[src/rtl/probe_if.sv]
// Handshake and data bundle between a pipeline-latency probe and its driver.
// The master drives commands and the two monitored nibble streams; the slave reports results.
interface probe_if #(
    parameter int W     = 4,
    parameter int LW    = 3,
    parameter int CNT_W = 8
);
    logic             start;
    logic             stop;
    logic [W-1:0]     din;
    logic [W-1:0]     dout;
    logic             busy;
    logic             done;
    logic             timeout;
    logic [LW-1:0]    latency;
    logic             err;
    logic [CNT_W-1:0] err_cnt;

    modport master (
        output start, stop, din, dout,
        input  busy, done, timeout, latency, err, err_cnt
    );

    modport slave (
        input  start, stop, din, dout,
        output busy, done, timeout, latency, err, err_cnt
    );
endinterface

[src/rtl/pipe_latency_probe.sv]
// Measures an upstream pipeline's latency with a marker value, then optionally checks dout tracks din.
// Define PROBE_CHECK_EN to compile in the post-measurement CHECK state and mismatch counter.
module pipe_latency_probe #(
    parameter int W       = 4,
    parameter int MAX_LAT = 7,
    parameter int LW      = $clog2(MAX_LAT + 1),
    parameter int CNT_W   = 8
) (
    input  logic   clk,
    input  logic   rst,
    probe_if.slave bus
);
    typedef enum logic [1:0] {IDLE, WAIT, CHECK} state_t;

    state_t        state_q;
    logic [W-1:0]  marker_q;
    logic [LW-1:0] n_q;
    logic [LW-1:0] k;
    logic          busy_q;
    logic          done_q;
    logic          timeout_q;
    logic [LW-1:0] latency_q;

    // NOTE: every always_comb output gets a default first so no path leaves it unassigned (no latch).
    always_comb begin
        k = n_q + LW'(1);
    end

`ifdef PROBE_CHECK_EN
    logic [W-1:0]     hist_q [MAX_LAT];
    logic [W-1:0]     expected;
    logic             err_q;
    logic [CNT_W-1:0] err_cnt_q;

    always_comb begin
        expected = hist_q[latency_q - LW'(1)];
    end

    assign bus.err     = err_q;
    assign bus.err_cnt = err_cnt_q;
`else
    assign bus.err     = 1'b0;
    assign bus.err_cnt = {CNT_W{1'b0}};
`endif

    // NOTE: sequential state uses non-blocking assignments so every register sees pre-edge values.
    always_ff @(posedge clk) begin
        if (rst) begin
            state_q   <= IDLE;
            marker_q  <= '0;
            n_q       <= '0;
            busy_q    <= 1'b0;
            done_q    <= 1'b0;
            timeout_q <= 1'b0;
            latency_q <= '0;
`ifdef PROBE_CHECK_EN
            err_q     <= 1'b0;
            err_cnt_q <= '0;
            // NOTE: the history is cleared on reset so a fresh CHECK never compares stale data.
            for (int i = 0; i < MAX_LAT; i++) hist_q[i] <= '0;
`endif
        end else begin
`ifdef PROBE_CHECK_EN
            hist_q[0] <= bus.din;
            for (int i = 1; i < MAX_LAT; i++) hist_q[i] <= hist_q[i-1];
`endif
            done_q    <= 1'b0;
            timeout_q <= 1'b0;

            if (bus.stop) begin
                state_q <= IDLE;
                busy_q  <= 1'b0;
            end else if (bus.start) begin
                marker_q  <= bus.din;
                n_q       <= '0;
                latency_q <= '0;
`ifdef PROBE_CHECK_EN
                err_q     <= 1'b0;
                err_cnt_q <= '0;
`endif
                state_q   <= WAIT;
                busy_q    <= 1'b1;
            end else begin
                case (state_q)
                    WAIT: begin
                        n_q <= k;
                        if (bus.dout == marker_q) begin
                            latency_q <= k;
                            done_q    <= 1'b1;
`ifdef PROBE_CHECK_EN
                            state_q   <= CHECK;
`else
                            state_q   <= IDLE;
                            busy_q    <= 1'b0;
`endif
                        end else if (k == LW'(MAX_LAT)) begin
                            timeout_q <= 1'b1;
                            latency_q <= '0;
                            state_q   <= IDLE;
                            busy_q    <= 1'b0;
                        end
                    end
`ifdef PROBE_CHECK_EN
                    CHECK: begin
                        if (bus.dout != expected) begin
                            err_q <= 1'b1;
                            if (err_cnt_q != '1) err_cnt_q <= err_cnt_q + CNT_W'(1);
                        end
                    end
`endif
                    default: ;
                endcase
            end
        end
    end

    assign bus.busy    = busy_q;
    assign bus.done    = done_q;
    assign bus.timeout = timeout_q;
    assign bus.latency = latency_q;
endmodule

[src/flat_wrapper.sv]
// flat-port wrapper written by rule: the top's interface ports become plain ports
module pipe_latency_probe_flat 
#(
    parameter int W       = 4,
    parameter int MAX_LAT = 7,
    parameter int LW      = $clog2(MAX_LAT + 1),
    parameter int CNT_W   = 8
)
  (clk, rst, bus_start, bus_stop, bus_din, bus_dout, bus_busy, bus_done, bus_timeout, bus_latency, bus_err, bus_err_cnt);
  probe_if #(.W(W), .LW(LW), .CNT_W(CNT_W)) bus_i ();
  input  logic clk;
  input  logic rst;
  input wire logic [$bits(bus_i.start)-1:0] bus_start;
  input wire logic [$bits(bus_i.stop)-1:0] bus_stop;
  input wire logic [$bits(bus_i.din)-1:0] bus_din;
  input wire logic [$bits(bus_i.dout)-1:0] bus_dout;
  output wire logic [$bits(bus_i.busy)-1:0] bus_busy;
  output wire logic [$bits(bus_i.done)-1:0] bus_done;
  output wire logic [$bits(bus_i.timeout)-1:0] bus_timeout;
  output wire logic [$bits(bus_i.latency)-1:0] bus_latency;
  output wire logic [$bits(bus_i.err)-1:0] bus_err;
  output wire logic [$bits(bus_i.err_cnt)-1:0] bus_err_cnt;
  assign bus_i.start = bus_start;
  assign bus_i.stop = bus_stop;
  assign bus_i.din = bus_din;
  assign bus_i.dout = bus_dout;
  assign bus_busy = bus_i.busy;
  assign bus_done = bus_i.done;
  assign bus_timeout = bus_i.timeout;
  assign bus_latency = bus_i.latency;
  assign bus_err = bus_i.err;
  assign bus_err_cnt = bus_i.err_cnt;
  pipe_latency_probe #(.W(W), .MAX_LAT(MAX_LAT), .LW(LW), .CNT_W(CNT_W)) u_core (.clk(clk), .rst(rst), .bus(bus_i));
endmodule
[config.mk]
export PLATFORM = sky130hd
export DESIGN_NAME = pipe_latency_probe_flat
export DESIGN_NICKNAME = d
export VERILOG_FILES = /design/src/rtl/probe_if.sv /design/src/rtl/pipe_latency_probe.sv /design/src/flat_wrapper.sv
export SDC_FILE = /design/constraint.sdc
export NUM_CORES = 1
export LEC_CHECK = 0
export BUFFER_PORTS_ARGS = -buffer_cell sky130_fd_sc_hd__clkbuf_2
export CORE_UTILIZATION = 45
export DETAILED_ROUTE_END_ITERATION = 10
export GPL_ROUTABILITY_DRIVEN = 0
export PLACE_DENSITY = 0.74
export RECOVER_POWER = 100
export SLEW_MARGIN = 5
export SYNTH_ARGS = -nofsm -noshare
export SYNTH_HDL_FRONTEND = slang
export SYNTH_SLANG_ARGS = --single-unit
[constraint.sdc]
create_clock -name clk -period 1.8 [get_ports clk]
set_input_delay 0 -clock clk [delete_from_list [all_inputs] [get_ports clk]]
set_output_delay 0 -clock clk [all_outputs]
set_load 0.005 [all_outputs]
Word-level counts from Yosys, hierarchy flattened
Index checks and enable logic that the tools add are counted.
Widths: inputs -> output; s select.
{"block": "totals", "register_bits": 15, "in_bits": 12}
{"block": "classes", "n_addsub": 1, "eq_ne": 3, "muxes": 16, "n_bitwise": 2, "n_reduce_logical": 12}
{"cell": "$mux 3", "count": 6}
{"cell": "$mux 1", "count": 8}
{"cell": "$reduce_and 2->1", "count": 4}
{"cell": "$reduce_or 5->1", "count": 1}
{"cell": "$eq 4x4->1", "count": 1}
{"cell": "$mux 2", "count": 2}
{"cell": "$reduce_bool 2->1", "count": 2}
{"cell": "$reduce_or 4->1", "count": 1}
{"cell": "$add 3x1->3 const B", "count": 1}
{"cell": "$eq 3x3->1 const B", "count": 1}
{"cell": "$reduce_and 3->1", "count": 1}
{"cell": "$reduce_bool 3->1", "count": 1}
{"cell": "$reduce_or 3->1", "count": 1}
{"cell": "$eq 2x1->1 const B", "count": 1}
{"cell": "$not 1->1", "count": 2}
{"cell": "$reduce_or 2->1", "count": 1}

Depth between registers and ports, before layout
{"block": "logic_depth", "word_depth": 6, "ltp_mapped": 5, "ltp_nobuf": 5}

Least setup slack after synthesis
No wires, ideal clock.
{"block": "synth_timing", "path_type": "reg-to-reg", "startpoint": "register u_core.n_q[0]", "endpoint": "register u_core.latency_q[0] (netlist: u_core.bus.latency[0])", "arrival_ps": 1186, "path_slack_ps": 489, "path_stages_with_launch": 6, "synth_period_minus_slack_ps": 1311, "cell_sequence": "dfxtp_1 ha_1 xnor2_1 nand2b_1 a32oi_1 o22ai_1"}
{"block": "synth_between", "elab_chain_len": 4, "word_cells_on_any_way": 7, "classes_between": "1 x add/sub; 1 x eq/ne; 3 x mux; 2 x reduce/logical"}
{"element": "from (decl)", "line_no": "pipe_latency_probe.sv:17", "text": "logic [LW-1:0] n_q;"}
{"element": "from (signal assigned)", "line_no": "pipe_latency_probe.sv:86", "text": "n_q <= k;"}
{"element": "$add 3x1->3 (*)", "line_no": "pipe_latency_probe.sv:26", "text": "k = n_q + LW'(1);"}
{"element": "$eq 3x3->1 or $mux 3 (tied branches)", "line_no": "pipe_latency_probe.sv:96, pipe_latency_probe.sv:87"}
{"element": "$reduce_bool 3->1 (no source line) or $mux 3 (tied branches)"}
{"element": "$reduce_and 3->1 (no source line) or $mux 3 (tied branches)"}
{"element": "to (signal assigned)", "line_no": "pipe_latency_probe.sv:88", "text": "latency_q <= k;"}
{"element": "to (decl)", "line_no": "pipe_latency_probe.sv:22", "text": "logic [LW-1:0] latency_q;"}
Mark *: on every way between the ends. The rest lies on a longest branch, timed or not. The select of a mux whose other input is x is not followed.
A chain may end at the register's enable or synchronous reset.

Final worst setup path
{"block": "layout_timing", "startpoint": "register u_core.n_q[0]", "endpoint": "register u_core.latency_q[2] (netlist: u_core.bus.latency[2])"}
The elaborated chain is that of the path after synthesis.

==> metrics <==
outcome=finished clean; first-pass GRT wire length=~1.6 mm; fillcell total=~130; Critical Setup Path Class=register to register; GRT Resource Usage Total=between 10% and 20%; clk buf depth=2; final antenna-violating net count=0; routed len/inst=between 10 and 15 um; FMAX=668 MHz; initial antenna violation count=0; EDFF count, synth=0; # IOs=27; Sink Count=13; Cell Pwr Density=between 700 and 800 mW/mm2; Worst-path clk slew=~80 ps; DR iter-0 viols=7; critical path's slowest cell=dfxtp_1; Hold-fix buffers, CTS=5; clk root buf=clkbuf_4; Startpoint Class=register; R2R depth=5; hold path cells=2; Post-Route Setup TNS=0 ps; Vias=507; hold path start=rst; GRT met1 Usage=a little under a fifth; vias in the first global route=between 300 and 400; Num CTS Buffers=3; GRT Max-Usage Layer=met2; Top FF cell, synth=dfxtp_1; gr ovfl total=0; reg2reg start=u_core.n_q[0]; Critical Path Max Stage Delay=about 350 ps; post-DP HPWL=791 um; Post-synth top cells=dfxtp_1 (13), nor2_1 (11), buf_4 (9); worst hold path class=input port to register; Cell variety after synth=23; Mapped Cells=71; Yosys warnings=0; count leader, synth=dfxtp_1; die height=39.7 um; DRT Pass-1 Iters=2; Yosys top cell area share=40.6%; final max-slew violation count=0; Netlist Area Pre-Place=between 600 and 700 um2; FP Rows=13; min Tclk post-route=between 1000 and 1500 ps; Cells after DPL=100; Die Footprint=0.00158 mm2; number of setup violations in the final report=0; Routed WL=between 1 and 1.5 mm; area grow syn2layout=19.3%; overall die width=about 40 um; largest net degree at the start of global routing=13; arrival time worst endpoint=~1700 ps; critical path fanouts, max=5; Core Util, Final=between 50 and 60%; Critical path origin=u_core.n_q[0]; cell taking the most area after synthesis=dfxtp_1; diodes inserted=0; port bufs=17; #FFs+latches synth=13; unrepaired setup endpoints after global routing=no; Layout Skew=roughly 2.3 ps; postcts setup bufs=0; non-filler cells in the finished layout=about 110; Max-Cap Viols=0; Req. time, crit path=roughly 2000 ps; endpoint class of the critical path=register; clk_lat worst skew=between 200 and 300 ps; Peak supply drop=0.374 mV; DR vias/cell=about 4.7; DRC viols=0; CTS tree=done; nets=approximately 110; met2 Track Usage GR=between 20% and 30%; critical path cell sequence=ha_1 > xnor2_1 > nand2b_1 > a32oi_1 > o22ai_1; initial core utilization=roughly half; core outline area=between 0.001 and 0.0015 mm2; # resized after CTS=0; asr flop ratio synth=0%; Global Route met3 Usage=under 10%; syn avg cell area=around 9.0 um2; static leakage=around 0.35 nW; layout cells sized above 1=a little under a fifth; Max H-tree Level=1; fin crit share=a little over four fifths; Fin. Hold Viols=0; largest cells by area after synthesis=dfxtp_1 (41%), buf_4 (11%), mux2i_1 (7.8%); register area share after synthesis=40.6%
-- metrics by stage --
step	hold WS, ps	power [mW]	worst slack [ps]	instance area, um2
after floorplan	79.3	0.353	489	671
after global placement	236	0.359	411	699
after detailed placement	242	0.360	339	699
after CTS	68.3	0.544	321	776
after global routing	83.2	0.559	220	764
final	60.2	0.544	302	764
-- kinds of logic (layout without fill, tap and decap cells) --
logic type / after synthesis / count (layout) / synth area share [%]
multiplexers: 5 / 5 / 7.81
flip-flops: 13 / 13 / 40.6
XOR/XNOR: 5 / 5 / 6.84
other: 1 / 9 / 0.585
AND/OR/NAND/NOR: 19 / 19 / 15.6
buffers and inverters: 17 / 32 / 15.2
AO/OA/AOI/OAI: 9 / 9 / 9.38
adder cells (fa/ha/maj): 2 / 2 / 3.91
-- placed cells by master (no fill, tap or decap), drive strengths merged --
| cell type | n |
|---|---|
| clkbuf | 21 |
| dfxtp | 13 |
| nor2 | 11 |
| conb | 9 |
| inv | 6 |
| mux2i | 5 |
| xnor2 | 5 |
| dlygate4sd3 | 5 |
| o22ai | 3 |
| a21oi | 2 |
| ha | 2 |
| nor2b | 1 |
| nand4 | 1 |
| nand2b | 1 |
| o21bai | 1 |
| a32oi | 1 |
| or3b | 1 |
| or3 | 1 |
| nand2 | 1 |
| a2bb2oi | 1 |
| nor4b | 1 |
| a31oi | 1 |
| nor3 | 1 |
-- state kept, by name (all words and copies together), names as in the netlist --
name                flops
u_core.marker_q         4
u_core.bus.latency      3
u_core.n_q              3
u_core.bus.busy         1
u_core.bus.done         1
u_core.bus.timeout      1
-- per-layer routing --
layer / wire length, um / vias up
met2: 543 / 12
met3: 33 / 4
met1: 517 / 231
li1: - / 260
met5: 0 / -
met4: 19 / 0
-- report_power, final --
| group | total, mW | switching (mW) | leakage, nW | internal, mW |
|---|---|---|---|---|
| Sequential | 0.298 | 0.00465 | 0.105 | 0.293 |
| Clock | 0.182 | 0.0966 | 0.0150 | 0.0859 |
| Combinational | 0.0632 | 0.0308 | 0.225 | 0.0324 |
-- layout make-up --
class | count | area, um2 | area share, %
sequential | 13 | 260 | 34.0
inverter | 6 | 22.5 | 2.95
tap | 15 | 18.8 | 2.45
clock buffer | 4 | 26.3 | 3.44
multi-input combinational | 49 | 305 | 39.9
timing repair buffer | 22 | 131 | 17.2
-- worst max-delay path, delay by kind of cell (launching register included) --
family          cells  cell delay [ps]
fa+ha+maj           1              240
xor+xnor            1              150
flops               1              350
simple gates        1              190
compound gates      2              450
-- final timing paths --
| check | to | slack [ps] |
|---|---|---|
| worst max-delay path | u_core.bus.latency[2] | 300 |
| worst min-delay path | u_core.n_q[0] | 60 |
| worst max register to register | u_core.bus.latency[2] | 300 |
| worst min register to register | u_core.bus.latency[0] | 490 |
No activity file was read; power rests on OpenSTA's default activity.
